<file path="src/rtl/ppc_ram_pkg.sv">
// Shared defaults and request layout for the 64x8 RAM scheduler, its RAM and the upstream LSU.
package ppc_ram_pkg;

  localparam int unsigned RAM_AW    = 6;
  localparam int unsigned RAM_DW    = 8;
  localparam int unsigned REQ_DEPTH = 4;

  typedef struct packed {
    logic              we;
    logic [RAM_AW-1:0] addr;
    logic [RAM_DW-1:0] data;
  } req_t;

  localparam int unsigned REQ_W = $bits(req_t);

endpackage

</file>
<file path="src/rtl/ppc_req_fifo.sv">
// Request FIFO with one push and a 0..2 pop port; exposes the two oldest entries.
module ppc_req_fifo
  import ppc_ram_pkg::*;
#(
  parameter int unsigned W     = REQ_W,
  parameter int unsigned DEPTH = REQ_DEPTH,
  localparam int unsigned PW   = $clog2(DEPTH),
  localparam int unsigned CW   = $clog2(DEPTH) + 1
) (
  input  logic          CLK,
  input  logic          RST_N,
  input  logic          push,
  input  logic [W-1:0]  push_data,
  input  logic [1:0]    pop,
  output logic [CW-1:0] count,
  output logic [W-1:0]  head,
  output logic [W-1:0]  head1
);

  logic [W-1:0]  mem_q [DEPTH];
  logic [PW-1:0] wr_ptr_q, rd_ptr_q;
  logic [CW-1:0] count_q;

  // Pointers wrap naturally because DEPTH is a power of two.
  always_ff @(posedge CLK or negedge RST_N) begin
    if (!RST_N) begin
      wr_ptr_q <= '0;
      rd_ptr_q <= '0;
      count_q  <= '0;
    end else begin
      if (push) wr_ptr_q <= wr_ptr_q + PW'(1);
      rd_ptr_q <= rd_ptr_q + PW'(pop);
      count_q  <= count_q + CW'(push) - CW'(pop);
    end
  end

  always_ff @(posedge CLK) begin
    if (push) mem_q[wr_ptr_q] <= push_data;
  end

  assign count = count_q;
  assign head  = mem_q[rd_ptr_q];
  assign head1 = mem_q[rd_ptr_q + PW'(1)];

endmodule

</file>
<file path="src/rtl/ppc_ram_req_sched.sv">
// Dual-issue load/store scheduler in front of the dual-port RAM; returns loads in order.
module ppc_ram_req_sched
  import ppc_ram_pkg::*;
#(
  parameter int unsigned AW    = RAM_AW,
  parameter int unsigned DW    = RAM_DW,
  parameter int unsigned DEPTH = REQ_DEPTH,
  localparam int unsigned CW   = $clog2(DEPTH) + 1
) (
  input  logic          CLK,
  input  logic          RST_N,
  input  logic          req_valid,
  output logic          req_ready,
  input  logic          req_we,
  input  logic [AW-1:0] req_addr,
  input  logic [DW-1:0] req_data,
  output logic [AW-1:0] ram_addr_a,
  output logic [AW-1:0] ram_addr_b,
  output logic [DW-1:0] ram_data_a,
  output logic [DW-1:0] ram_data_b,
  output logic          ram_enw_a,
  output logic          ram_enw_b,
  input  logic [DW-1:0] ram_q_a,
  input  logic [DW-1:0] ram_q_b,
  output logic          rsp0_valid,
  output logic [DW-1:0] rsp0_data,
  output logic          rsp1_valid,
  output logic [DW-1:0] rsp1_data,
  output logic [CW-1:0] count
);

  localparam int unsigned RW = 1 + AW + DW;

  logic [RW-1:0] head, head1;
  logic          push, issue_a, issue_b, hazard;
  logic [1:0]    pop;
  logic          we0, we1;
  logic [AW-1:0] addr0, addr1;
  logic [DW-1:0] data0, data1;
  logic          pend_a_q, pend_b_q, order_ab_q;

  ppc_req_fifo #(
    .W     (RW),
    .DEPTH (DEPTH)
  ) u_fifo (
    .CLK       (CLK),
    .RST_N     (RST_N),
    .push      (push),
    .push_data ({req_we, req_addr, req_data}),
    .pop       (pop),
    .count     (count),
    .head      (head),
    .head1     (head1)
  );

  assign {we0, addr0, data0} = head;
  assign {we1, addr1, data1} = head1;

  // Readiness looks only at the registered count, so a full FIFO refuses even while popping.
  assign req_ready = count < CW'(DEPTH);
  assign push      = req_valid & req_ready;

  assign hazard  = (addr0 == addr1) && (we0 || we1);
  assign issue_a = count != '0;
  assign issue_b = (count >= CW'(2)) && !hazard;
  assign pop     = {1'b0, issue_a} + {1'b0, issue_b};

  always_comb begin
    ram_addr_a = '0;
    ram_data_a = '0;
    ram_enw_a  = 1'b0;
    ram_addr_b = '0;
    ram_data_b = '0;
    ram_enw_b  = 1'b0;
    if (issue_a) begin
      ram_addr_a = addr0;
      ram_data_a = data0;
      ram_enw_a  = we0;
    end
    if (issue_b) begin
      ram_addr_b = addr1;
      ram_data_b = data1;
      ram_enw_b  = we1;
    end
  end

  always_ff @(posedge CLK or negedge RST_N) begin
    if (!RST_N) begin
      pend_a_q   <= 1'b0;
      pend_b_q   <= 1'b0;
      order_ab_q <= 1'b0;
    end else begin
      pend_a_q   <= issue_a & ~we0;
      pend_b_q   <= issue_b & ~we1;
      order_ab_q <= 1'b1;
    end
  end

  // Compact pending reads onto the lanes so rsp0 always carries the oldest load.
  always_comb begin
    rsp0_valid = pend_a_q | pend_b_q;
    rsp1_valid = pend_a_q & pend_b_q;
    rsp1_data  = '0;
    if (pend_a_q && pend_b_q) begin
      rsp0_data = order_ab_q ? ram_q_a : ram_q_b;
      rsp1_data = order_ab_q ? ram_q_b : ram_q_a;
    end else if (pend_a_q) begin
      rsp0_data = ram_q_a;
    end else begin
      rsp0_data = ram_q_b;
    end
  end

endmodule
</file>
<file path="config.mk">
export PLATFORM = sky130hd
export DESIGN_NAME = ppc_ram_req_sched
export DESIGN_NICKNAME = d
export VERILOG_FILES = /design/src/rtl/ppc_ram_pkg.sv /design/src/rtl/ppc_req_fifo.sv /design/src/rtl/ppc_ram_req_sched.sv
export SDC_FILE = /design/constraint.sdc
export NUM_CORES = 1
export LEC_CHECK = 0
export BUFFER_PORTS_ARGS = -buffer_cell sky130_fd_sc_hd__buf_2
export CORE_ASPECT_RATIO = 0.6
export CORE_MARGIN = 2
export CORE_UTILIZATION = 54
export DETAILED_ROUTE_END_ITERATION = 10
export GPL_TIMING_DRIVEN = 0
export PLACE_DENSITY = 0.91
export RECOVER_POWER = 50
export SYNTH_ARGS = -nofsm -noshare
export SYNTH_HDL_FRONTEND = slang
export SYNTH_HIERARCHICAL = 1
export SYNTH_SLANG_ARGS = --single-unit
</file>
<file path="constraint.sdc">
create_clock -name CLK -period 4.45 [get_ports CLK]
set_input_delay 0.445 -clock CLK [delete_from_list [all_inputs] [get_ports CLK]]
set_output_delay 0.445 -clock CLK [all_outputs]
set_load 0.02 [all_outputs]
</file>
# Yosys cells after proc, flatten, opt, wreduce, memory -nomap -nowiden
# Memories as Yosys holds them, arrays and structs flattened.
# Cells that the tools add are included.
dict set report totals {
  regBits 10
  ram_bits 60
  out_inout_bits 52
  mem_count 1
}
dict set report op_classes {
  addsub 6
  order_cmp 2
  eq_ne 1
  mux 13
  bitwise_logic 7
  n_reduce_logical 6
}
# memory words width read_ports rd_ports_with_merged_regs wr line
set mem_list {}
lappend mem_list {u_fifo.mem_q 4 15 2 0 1 ppc_req_fifo.sv:20} ;# logic [W-1:0] mem_q [DEPTH];
# operator n
set ops {}
lappend ops {{$mux 8} 7}
lappend ops {{$mux 6} 2}
lappend ops {{$eq 6x6->1} 1}
lappend ops {{$add 2x1->2 const B} 2}
lappend ops {{$and 1x1->1} 4}
lappend ops {{$mux 1} 4}
lappend ops {{$add 3x1->3} 1}
lappend ops {{$ge 3x2->1 const B} 1}
lappend ops {{$logic_and 1x1->1} 3}
lappend ops {{$lt 3x3->1 const B} 1}
lappend ops {{$reduce_bool 3->1} 1}
lappend ops {{$sub 3x2->3} 1}
lappend ops {{$add 1x1->2} 1}
lappend ops {{$add 2x2->2} 1}
lappend ops {{$not 1->1} 2}
lappend ops {{$logic_not 1->1} 1}
lappend ops {{$logic_or 1x1->1} 1}
lappend ops {{$or 1x1->1} 1}

# Depth between registers and ports, before layout
# Gate-level depths: netlist of run 1.
# An unclocked memory read counts as a cell.
dict set report logic_depth {
  ltp_word 8
  mapped_depth 13
  ltp_nobuf 10
}

# Hierarchy
# The synthesis of run 1 kept the hierarchy.
# mod instances cells_per_inst area_per_inst_um2 seq_area_each_um2
set by_module_without_submodules {}
lappend by_module_without_submodules {ppc_req_fifo 1 126 2954.1 1976.9}
lappend by_module_without_submodules {ppc_ram_req_sched 1 105 755.7 75.1}

# Worst setup path before layout of run 1
# Ideal clock, no wire load.
dict set report synth_timing {
  kind {register -> register}
  startpoint {reg u_fifo.rd_ptr_q[0]}
  endpoint {reg u_fifo.count_q[2] (netlist: u_fifo/count[2])}
  arrival_ns 3.282
  required_time_ns 4.316
  path_slack_ns 1.035
  path_stages_with_launch 13
  path_buffers 2
  period_less_slack_ns 3.415
  path_cell_list {dfrtp_1 > buf_6 > mux4_2 > xor2_1 > a2111oi_4 > buf_6 > a21oi_2 > ha_1 > ha_1 > inv_1 > ha_1 > fa_1 > xnor3_1}
}
dict set report synth_via {
  elab_cells_between_ends 9
  cone_classes {add/sub (3); eq/ne (1); reduce/logical (4); memory (1)}
}
# element line
set synth_lines {}
lappend synth_lines {{from (decl)} ppc_req_fifo.sv:21} ;# logic [PW-1:0] wr_ptr_q, rd_ptr_q;
lappend synth_lines {{from (signal assigned)} ppc_req_fifo.sv:32} ;# rd_ptr_q <= rd_ptr_q + PW'(pop);
lappend synth_lines {{$mem_v2 4x15} -}
lappend synth_lines {{net head[8]} ppc_ram_req_sched.sv:34} ;# logic [RW-1:0] head, head1;
lappend synth_lines {{$eq 6x6->1} ppc_ram_req_sched.sv:63} ;# assign hazard = (addr0 == addr1) && (we0 || we1);
lappend synth_lines {{$logic_and 1x1->1} ppc_ram_req_sched.sv:63}
lappend synth_lines {{$logic_not 1->1} ppc_ram_req_sched.sv:65} ;# assign issue_b = (count >= CW'(2)) && !hazard;
lappend synth_lines {{$logic_and 1x1->1} ppc_ram_req_sched.sv:65}
lappend synth_lines {{$add 1x1->2} ppc_ram_req_sched.sv:66} ;# assign pop = {1'b0, issue_a} + {1'b0, issue_b};
lappend synth_lines {{net pop[0]} ppc_ram_req_sched.sv:36} ;# logic [1:0] pop;
lappend synth_lines {{$sub 3x2->3} ppc_req_fifo.sv:33} ;# count_q <= count_q + CW'(push) - CW'(pop);
lappend synth_lines {{to (signal assigned)} ppc_req_fifo.sv:33}
lappend synth_lines {{to (decl)} ppc_req_fifo.sv:22} ;# logic [CW-1:0] count_q;
# The timed path passes the listed nets, and every way through them passes these cells.
# A chain may end at the register's enable or synchronous reset.

# Worst setup path in the final report of run 1
dict set report layout_timing {
  startpoint {reg u_fifo.rd_ptr_q[1]}
  endpoint {reg u_fifo.count_q[2] (netlist: u_fifo/count[2])}
}
# Same word-level chain as after synthesis.

==> results of run 1 <==
## area by class of cell
class,count,area share
tap,87,0.0243
buffer,12,0.0218
sequential,70,0.458
timing repair buffer,86,0.0890
clock buffer,12,0.0550
clock inverter,4,0.00502
inverter,11,0.00921
multi-input combinational,138,0.338
## per-stage QoR
step | cell area, um2 | worst slack (ns) | hold WS [ns] | power, W
after detailed placement | 4240 | 0.550 | 0.331 | 0.00306
final | 4480 | 0.503 | 0.376 | 0.00366
after floorplan | 3710 | 1.03 | 0.149 | 0.00246
after global placement | 4240 | 0.675 | 0.316 | 0.00298
after CTS | 4520 | 0.544 | 0.318 | 0.00370
after global routing | 4480 | 0.365 | 0.385 | 0.00387
## synthesized netlist by cell type, types with 2 or more instances
cell      instances  share of area
buf_6             6          0.018
dfrtp_1          10          0.067
nor2_1           12          0.012
nor2b_1          16          0.027
and2_1            4         0.0067
xor2_1            6          0.014
ha_1              9          0.030
nand2_1          16          0.016
mux2_2            9          0.027
mux4_2           29           0.18
a21oi_1          11          0.015
mux2i_1           8          0.022
buf_2             5         0.0067
or2_2             2         0.0034
a21oi_2           4         0.0094
inv_1            11          0.011
edfxtp_1         60           0.49
## flip-flops by register name, summed over array words and instances, names as in the netlist
register         flops
u_fifo/wr_ptr_q      2
u_fifo/rd_ptr_q      2
u_fifo/count         3
pend_b_q             1
u_fifo/mem_q        60
order_ab_q           1
pend_a_q             1
## power by group through the flow
stage	Combinational [W]	Clock (W)	Sequential (W)
after floorplan	0.00152	0	0.000941
after global placement	0.00204	0	0.000937
after detailed placement	0.00210	0	0.000953
after CTS	0.00211	0.000645	0.000941
after global routing	0.00224	0.000672	0.000955
final	0.00209	0.000634	0.000943
## kinds of logic (layout without fill, tap and decap cells)
kind of cell,after synthesis,in the layout,share of synthesized area
mux,47,47,0.232
simple gates,53,53,0.0755
buf+inv,23,125,0.0381
xor+xnor,8,8,0.0266
fa+ha+maj,10,10,0.0358
flops,70,70,0.553
compound gates,19,19,0.0378
other cells,1,1,0.00101
## metal layers
layer,up-vias,wire length [um],global-route usage
met2,92,4220,0.373
li1,1080,-,-
met4,0,37,0.0609
met5,-,0,0
met1,1188,3420,0.283
met3,4,685,0.0850
## path summary, 6_finish.rpt
kind                                                 from                        endpoint  slack, ns
max in group asynchronous                           RST_N       u_fifo/count[1]$_DFF_PN0_       3.37
setup / recovery             u_fifo/rd_ptr_q[1]$_DFF_PN0_       u_fifo/count[2]$_DFF_PN0_       0.50
hold reg to reg            u_fifo/wr_ptr_q[0]$_DFFE_PN0P_  u_fifo/wr_ptr_q[0]$_DFFE_PN0P_       0.54
min in group asynchronous                           RST_N              pend_b_q$_DFF_PN0_       0.67
setup reg to reg             u_fifo/rd_ptr_q[1]$_DFF_PN0_       u_fifo/count[2]$_DFF_PN0_       0.50
hold / removal                                req_data[7]    u_fifo/mem_q[3][7]$_DFFE_PP_       0.38
## timing repair
action | in CTS | in global routing
hold buffers | 1 | 0
endpoints found under the setup margin | 0 | 0
hold endpoints to repair | 10 | 0
buffers inserted | 0 | 0
==> run_results.csv, run 1 <==
group,metric,value,unit
run_status,outcome,"completed",
setup_path,cp-end-kind,"flip-flop",
finish,most-common-layout-cells,"60 x edfxtp_1, 59 x buf_2, 33 x clkbuf_1",
clocking,cts_buffers,9,
finish,diodes,0,
die,dieHeight,68.2,um
setup_path,cp_slowest_cell,"dfrtp_1",
place,place.gp.congestion,0.764,
pwr,switchingPower,0.00156,W
logic_synthesis,ys.flop_type,"edfxtp_1",
sta,final.min_clock_period,3.95,ns
detailed_routing,routed_wl,8.37,mm
pwr,p_leak,1.76,nW
sta,finalCritPeriodShare,0.887,
sta,worst_pin_slew,1.10,ns
min_path,hp-class,"in -> reg",
sta,rsz0062_at_grt,"no",
detailed_routing,vias_per_cell,5.63,
die,initial_core_util,0.558,
die,die_x,111,um
pwr,clkPwrFrac,0.173,
logic_synthesis,yosys_warnings,6,
clocking,cts.sinks,70,
setup_path,crit_family,"adder cells",
grt,grt_pass1_vias,2215,
pwr,power_frac_seq,0.257,
sta,finClkSkew,0.00779,ns
die,core_area,0.00665,mm2
setup_path,cp_data_arrival_time,4.15,ns
logic_synthesis,netlist_area,0.00371,mm2
detailed_routing,first_pass_iters,4,
logic_synthesis,seq_area_frac_synth,0.553,
setup_path,cpPeakStageDelay,0.46,ns
pwr,power.density,817,mW/mm2
setup_path,cp_max_fo,10,
finish,synthToLayoutAreaGrowth,20.9,%
detailed_routing,drc,0,
grt,grt_antenna_before_repair,0,
sta,slew_viol_final,0,
place,port_buffers,85,
detailed_routing,routed-via-count,2364,
logic_synthesis,synth-seq-cells,70,
sta,final_hold_viol_count,0,
finish,stdcell_count,420,
sta,fin_tns_setup,0,ns
setup_path,r2r_cells,13,
place,dp_cells,403,
grt,grt-ovfl-total,0,
clocking,clkTransAtPathRegs,0.05,ns
logic_synthesis,avgSynthCellArea,16.1,um2
sta,finalSetupViolCount,0,
finish,drive_above_1_share,0.384,
sta,max-slew-margin-rel,0.266,
setup_path,worstPathRequired,4.65,ns
detailed_routing,drt-initial-drc-count,184,
finish,layout_commonest_cell,"edfxtp_1",
clocking,clk_latency,0.33,ns
die,dieArea,0.00757,mm2
logic_synthesis,netlist_instances,231,
finish,layout.nets,372,
die,boundaryPins,86,
die,rows,23,
min_path,min_path_cells,1,
detailed_routing,wl_per_cell,19.9,um
grt,grt_pass1_wl,12.0,mm
finish,regArea,0.00205,mm2
finish,multi_input_area,0.00152,mm2
grt,track_usage,0.224,
pwr,combPwrFrac,0.570,
sta,fmax,253,MHz
clocking,cts_max_level,3,
pwr,ir_drop,0.414,mV
clocking,cts_root_buf,"clkbuf_16",
pwr,intPower,0.00210,W
logic_synthesis,synth-async-reset-ratio,0.143,
clocking,clk_path_buf_depth,2,
finish,fillers,491,
logic_synthesis,synth_cell_types,30,
job,maxCapViolations,0,
setup_path,start_kind,"flip-flop",
place,dp_hpwl,6.05,mm
clocking,post_cts_resize_count,0,
setup_path,cp_common_cell,"ha_1",
setup_path,cp.depth,13,
finish,fin_util,0.675,
pwr,netSwitchingFraction,0.427,
logic_synthesis,syn-num-nets,275,
grt,grt_max_degree,16,
setup_path,critPathKind,"reg -> reg",
logic_synthesis,synth_edf_count,60,
clocking,cts_tree,"built",
setup_path,path_buf_inv,4,
setup_path,crit_chain,"buf_4, buf_6, mux4_2, xor2_1, nor4_4, buf_2, a21oi_2, ha_1, ha_1, inv_1, ha_1, fa_1, xnor3_1",
detailed_routing,ant_nets,0,
(Power assumes the default switching activity.)
==> run 2: changes to the inputs <==
--- a/config.mk
+++ b/config.mk
@@ -9,6 +9,7 @@
 export CORE_ASPECT_RATIO = 0.6
 export CORE_MARGIN = 2
 export CORE_UTILIZATION = 54
+export CTS_CLUSTER_DIAMETER = 100
 export DETAILED_ROUTE_END_ITERATION = 10
 export GPL_TIMING_DRIVEN = 0
 export PLACE_DENSITY = 0.91
==> constraint.sdc (replaced) <==
create_clock -name CLK -period 4.45 [get_ports CLK]
set_input_delay 0.89 -clock CLK [delete_from_list [all_inputs] [get_ports CLK]]
set_output_delay 0.89 -clock CLK [all_outputs]
set_load 0.02 [all_outputs]
==> run 2 against run 1 <==
Net effect: cell area stayed put; via count is 1.5% lower; die area stayed put; critical path depth stayed put.
==> run_results.csv, run 2 (synthesized netlist as in run 1, its figures left out) <==
group,metric,value,unit
grt,grtUsageMet1,0.283,
place,dp_hpwl,6.05,mm
setup_path,cp_max_fo,10,
sta,slew_viol_final,0,
clocking,cts.sinks,70,
clocking,clk_latency,0.33,ns
detailed_routing,first_pass_iters,4,
place,place.gp.congestion,0.764,
pwr,combPwrFrac,0.570,
setup_path,critPathKind,"reg -> reg",
pwr,switchingPower,0.00156,W
setup_path,crit_end,"u_fifo/count[2]$_DFF_PN0_",
detailed_routing,routed-via-count,2328,
detailed_routing,ant_nets,0,
setup_path,start_kind,"flip-flop",
die,core_area,0.00665,mm2
finish,synthToLayoutAreaGrowth,20.9,%
setup_path,r2r_setup_slack,0.53,ns
clocking,cts_max_level,3,
pwr,intPower,0.00210,W
clocking,clk_path_buf_depth,2,
pwr,power_frac_seq,0.257,
detailed_routing,routed_wl,8.32,mm
grt,grt_pass1_vias,2205,
run_status,outcome,"completed",
finish,diodes,0,
grt,grt_pass1_wl,12.0,mm
sta,rsz0062_at_grt,"no",
clocking,cts_tree,"built",
sta,finalCritPeriodShare,0.880,
pwr,clkPwrFrac,0.172,
pwr,power.density,817,mW/mm2
die,dieHeight,68.2,um
setup_path,cp_data_arrival_time,4.11,ns
die,rows,23,
detailed_routing,drt-initial-drc-count,198,
grt,grt-ovfl-total,0,
sta,fmax,255,MHz
detailed_routing,wl_per_cell,19.8,um
grt,use_met2,0.370,
place,port_buffers,85,
clocking,cts_root_buf,"clkbuf_16",
setup_path,r2r_cells,13,
setup_path,cp-end-kind,"flip-flop",
sta,final.min_clock_period,3.92,ns
detailed_routing,vias_per_cell,5.56,
finish,regMostFlops,"u_fifo/mem_q",
job,maxCapViolations,0,
finish,drive_above_1_share,0.410,
die,initial_core_util,0.558,
detailed_routing,drc,0,
grt,busiest_layer,"met2",
clocking,cts_hold_buf,0,
grt,grt_antenna_before_repair,0,
finish,largest_reg_flops,60,
die,die_x,111,um
clocking,cts_buffers,9,
pwr,ir_drop,0.415,mV
clocking,clkTransAtPathRegs,0.05,ns
finish,finalInstanceArea,0.00448,mm2
finish,layout.nets,371,
sta,finalSetupViolCount,0,
grt,grt_max_degree,16,
clocking,post_cts_resize_count,0,
grt,track_usage,0.223,
min_path,hp-class,"reg -> reg",
die,boundaryPins,86,
sta,fin_tns_setup,0,ns
sta,worst_pin_slew,1.22,ns
setup_path,worstPathRequired,4.65,ns
die,dieArea,0.00757,mm2
sta,max-slew-margin-rel,0.189,
pwr,netSwitchingFraction,0.426,
sta,finClkSkew,0.00635,ns
clocking,post_cts_buffers,0,
finish,layout_commonest_cell,"buf_2",
grt,met3_usage,0.0850,
setup_path,r2r-start,"u_fifo/rd_ptr_q[1]$_DFF_PN0_",
setup_path,setup.worst_path.start,"u_fifo/rd_ptr_q[1]$_DFF_PN0_",
sta,final_hold_viol_count,0,
pwr,p_leak,1.79,nW
place,place_area,0.00424,mm2
setup_path,worst_r2r_endpoint,"u_fifo/count[2]$_DFF_PN0_",
finish,most-common-layout-cells,"67 x buf_2, 60 x edfxtp_1, 29 x mux4_2",
-- run 2: cell count changes in the layout (fill, tap and decap cells not counted), sizes merged --
cell and delta:
buf +8, clkbuf -8, dlygate4sd3 -1
-- run 2: cell type report --
class                   count  area [um2]
inverters                  11        41.3
repair buffers             85         398
fillers                   484        2160
plain buffers              12        98.8
clock inverters             4        22.5
well taps                  87         109
flip-flops and latches     70        2050
multi-input cells         138        1520
clock buffers              12         246
-- run 2: worst min-delay path by stage --
stage / startpoint / to / cells after the start
2_1_floorplan: u_fifo/wr_ptr_q[0]$_DFFE_PN0P_ / u_fifo/wr_ptr_q[0]$_DFFE_PN0P_ / 1
3_3_place_gp: u_fifo/wr_ptr_q[0]$_DFFE_PN0P_ / u_fifo/wr_ptr_q[0]$_DFFE_PN0P_ / 1
3_5_place_dp: u_fifo/wr_ptr_q[0]$_DFFE_PN0P_ / u_fifo/wr_ptr_q[0]$_DFFE_PN0P_ / 1
4_1_cts: RST_N / u_fifo/wr_ptr_q[0]$_DFFE_PN0P_ / 1
5_1_grt: u_fifo/wr_ptr_q[0]$_DFFE_PN0P_ / u_fifo/wr_ptr_q[0]$_DFFE_PN0P_ / 1
6_report: u_fifo/wr_ptr_q[0]$_DFFE_PN0P_ / u_fifo/wr_ptr_q[0]$_DFFE_PN0P_ / 1
-- run 2: metal layers --
metal,vias up,share of wire
met4,0,0.0035
met5,-,0
met2,82,0.50
met3,4,0.076
li1,1077,-
met1,1165,0.42
-- run 2: critical path: stages (launching register included) --
cell	delay (ns)
dfrtp_1	0.46
buf_4	0.25
buf_6	0.18
mux4_2	0.36
xor2_1	0.23
nor4_4	0.45
buf_2	0.40
a21oi_2	0.10
ha_1	0.30
ha_1	0.28
inv_1	0.04
ha_1	0.19
fa_1	0.37
xnor3_1	0.19
-- run 2: metrics by stage --
step	instances	total power, W	hold slack, ns	setup WS [ns]	util
2_1_floorplan	231	0.00246	0.491	1.03	-
3_3_place_gp	403	0.00298	0.514	0.675	0.638
3_5_place_dp	403	0.00306	0.534	0.550	0.638
4_1_cts	419	0.00370	0.423	0.544	0.679
5_1_grt	419	0.00387	0.571	0.365	0.675
6_report	419	0.00366	0.544	0.535	0.675
-- run 2: power by group through the flow --
stage / Sequential, W / Clock, W / Combinational, W
2_1_floorplan: 0.000941 / 0 / 0.00152
3_3_place_gp: 0.000937 / 0 / 0.00204
5_1_grt: 0.000955 / 0.000672 / 0.00225
4_1_cts: 0.000941 / 0.000645 / 0.00211
3_5_place_dp: 0.000953 / 0 / 0.00210
6_report: 0.000943 / 0.000631 / 0.00209
==> run 3: changes to the inputs <==
--- a/config.mk
+++ b/config.mk
@@ -7,9 +7,8 @@
 export LEC_CHECK = 0
 export BUFFER_PORTS_ARGS = -buffer_cell sky130_fd_sc_hd__buf_2
 export CORE_ASPECT_RATIO = 0.6
-export CORE_MARGIN = 2
 export CORE_UTILIZATION = 54
-export CTS_CLUSTER_DIAMETER = 100
+export CTS_CLUSTER_DIAMETER = 30
 export DETAILED_ROUTE_END_ITERATION = 10
 export GPL_TIMING_DRIVEN = 0
 export PLACE_DENSITY = 0.91
==> run 3 against run 2 <==
Net effect: cell area shrank 0.59%; sequential power is essentially flat; register-to-register slack barely moved; non-clock buffer count did not move; die area fell by 4.7%; clock-buffer cell count fell by 1; highest routed layer unchanged.
==> run_results.csv, run 3 (synthesized netlist as in run 1, its figures left out) <==
group,metric,value,unit
sta,finalSetupViolCount,0,
clocking,cts_max_level,3,
place,place.gp.congestion,0.759,
grt,grt-ovfl-total,0,
clocking,clkTransAtPathRegs,0.05,ns
grt,grt_antenna_before_repair,0,
grt,grt_pass1_wl,12.2,mm
die,rows,22,
setup_path,crit_chain,"buf_4, buf_6, mux4_2, xor2_1, nor4_4, buf_2, a21oi_2, ha_1, ha_1, inv_1, ha_1, fa_1, xnor3_1",
sta,finalCritPeriodShare,0.881,
sta,final.min_clock_period,3.92,ns
die,die_x,109,um
detailed_routing,routed_wl,8.23,mm
clocking,cts_tree,"built",
sta,rsz0062_at_grt,"no",
finish,fin_util,0.701,
place,dp_hpwl,5.92,mm
clocking,cts_hold_buf,0,
setup_path,cp_slowest_cell,"dfrtp_1",
finish,drive_above_1_share,0.403,
sta,fmax,255,MHz
detailed_routing,drc,0,
grt,grt_max_degree,16,
setup_path,worstPathRequired,4.65,ns
die,dieArea,0.00722,mm2
grt,grt_pass1_vias,2400,
finish,finalInstanceArea,0.00446,mm2
die,dieHeight,66.2,um
detailed_routing,first_pass_iters,5,
setup_path,cp_data_arrival_time,4.12,ns
die,core_area,0.00636,mm2
clocking,post_cts_resize_count,0,
finish,layout_commonest_cell,"buf_2",
finish,most-common-layout-cells,"67 x buf_2, 60 x edfxtp_1, 29 x mux4_2",
die,initial_core_util,0.583,
clocking,clk_latency,0.34,ns
finish,diodes,0,
clocking,cts.sinks,70,
clocking,post_cts_buffers,0,
place,port_buffers,85,
clocking,cts_buffers,9,
detailed_routing,drt-initial-drc-count,219,
sta,final_hold_viol_count,0,
detailed_routing,ant_nets,0,
setup_path,cp_common_cell,"ha_1",
setup_path,critPathKind,"reg -> reg",
sta,fin_tns_setup,0,ns
sta,finClkSkew,0.00374,ns
run_status,outcome,"completed",
clocking,cts_root_buf,"clkbuf_16",
setup_path,cp_max_fo,10,
min_path,hp-class,"in -> async",
pwr,ir_drop,0.419,mV
detailed_routing,routed-via-count,2401,
finish,regMostFlops,"u_fifo/mem_q",
clocking,clk_path_buf_depth,2,
setup_path,cp-end-kind,"flip-flop",
setup_path,cpPeakStageDelay,0.47,ns
die,boundaryPins,86,
setup_path,start_kind,"flip-flop",
detailed_routing,vias_per_cell,5.80,
grt,track_usage,0.247,
setup_path,path_buf_inv,4,
job,maxCapViolations,0,
detailed_routing,wl_per_cell,19.9,um
finish,largest_reg_flops,60,
sta,worst_pin_slew,1.19,ns
sta,slew_viol_final,0,
setup_path,crit_family,"adder cells",
finish,synthToLayoutAreaGrowth,20.2,%
pwr,power.density,818,mW/mm2
finish,layout.nets,371,
place,place_area,0.00424,mm2
pwr,p_leak,1.78,nW
sta,max-slew-margin-rel,0.206,
## run 3: cell count changes in the layout (fill, tap and decap cells not counted), sizes merged
cell	change
clkinvlp	-1
clkbuf	-1
## run 3: layer usage
metal	global-route usage	vias up	part of all wire
met5	0	-	0
met4	0.0794	0	0.012
met3	0.0828	13	0.11
met2	0.386	138	0.48
met1	0.329	1176	0.40
li1	-	1074	-
## run 3: cell type report
| class | count | area, um2 |
|---|---|---|
| clock inverters | 3 | 13.8 |
| clock buffers | 11 | 233 |
| repair buffers | 85 | 398 |
| fillers | 415 | 1900 |
| multi-input cells | 138 | 1520 |
| plain buffers | 12 | 98.8 |
| flip-flops and latches | 70 | 2050 |
| inverters | 11 | 41.3 |
| well taps | 84 | 105 |
## run 3: final timing paths
path / startpoint / end / slack (ns) / cells after the start
max: u_fifo/rd_ptr_q[1]$_DFF_PN0_ / u_fifo/count[2]$_DFF_PN0_ / 0.53 / 13
min: RST_N / u_fifo/count[0]$_DFF_PN0_ / 0.52 / 1
max reg2reg: u_fifo/rd_ptr_q[1]$_DFF_PN0_ / u_fifo/count[2]$_DFF_PN0_ / 0.53 / 13
min reg2reg: u_fifo/wr_ptr_q[0]$_DFFE_PN0P_ / u_fifo/wr_ptr_q[0]$_DFFE_PN0P_ / 0.54 / 1
max in group asynchronous: RST_N / u_fifo/rd_ptr_q[0]$_DFF_PN0_ / 3.56 / 1
min in group CLK: u_fifo/wr_ptr_q[0]$_DFFE_PN0P_ / u_fifo/wr_ptr_q[0]$_DFFE_PN0P_ / 0.54 / 1
## run 3: where the power goes
group | internal, W | total [W] | switching (W)
logic | 0.000859 | 0.00210 | 0.00124
registers | 0.000856 | 0.000940 | 0.0000842
clock network | 0.000366 | 0.000609 | 0.000243
total | 0.00208 | 0.00365 | 0.00157
## run 3: stage by stage
step / hold WS [ns] / setup WS (ns) / cells / total power [W]
after global routing: 0.557 / 0.445 / 414 / 0.00385
after global placement: 0.518 / 0.686 / 400 / 0.00298
final: 0.518 / 0.528 / 414 / 0.00365
after floorplan: 0.491 / 1.03 / 231 / 0.00246
after detailed placement: 0.533 / 0.564 / 400 / 0.00306
after CTS: 0.407 / 0.542 / 414 / 0.00368
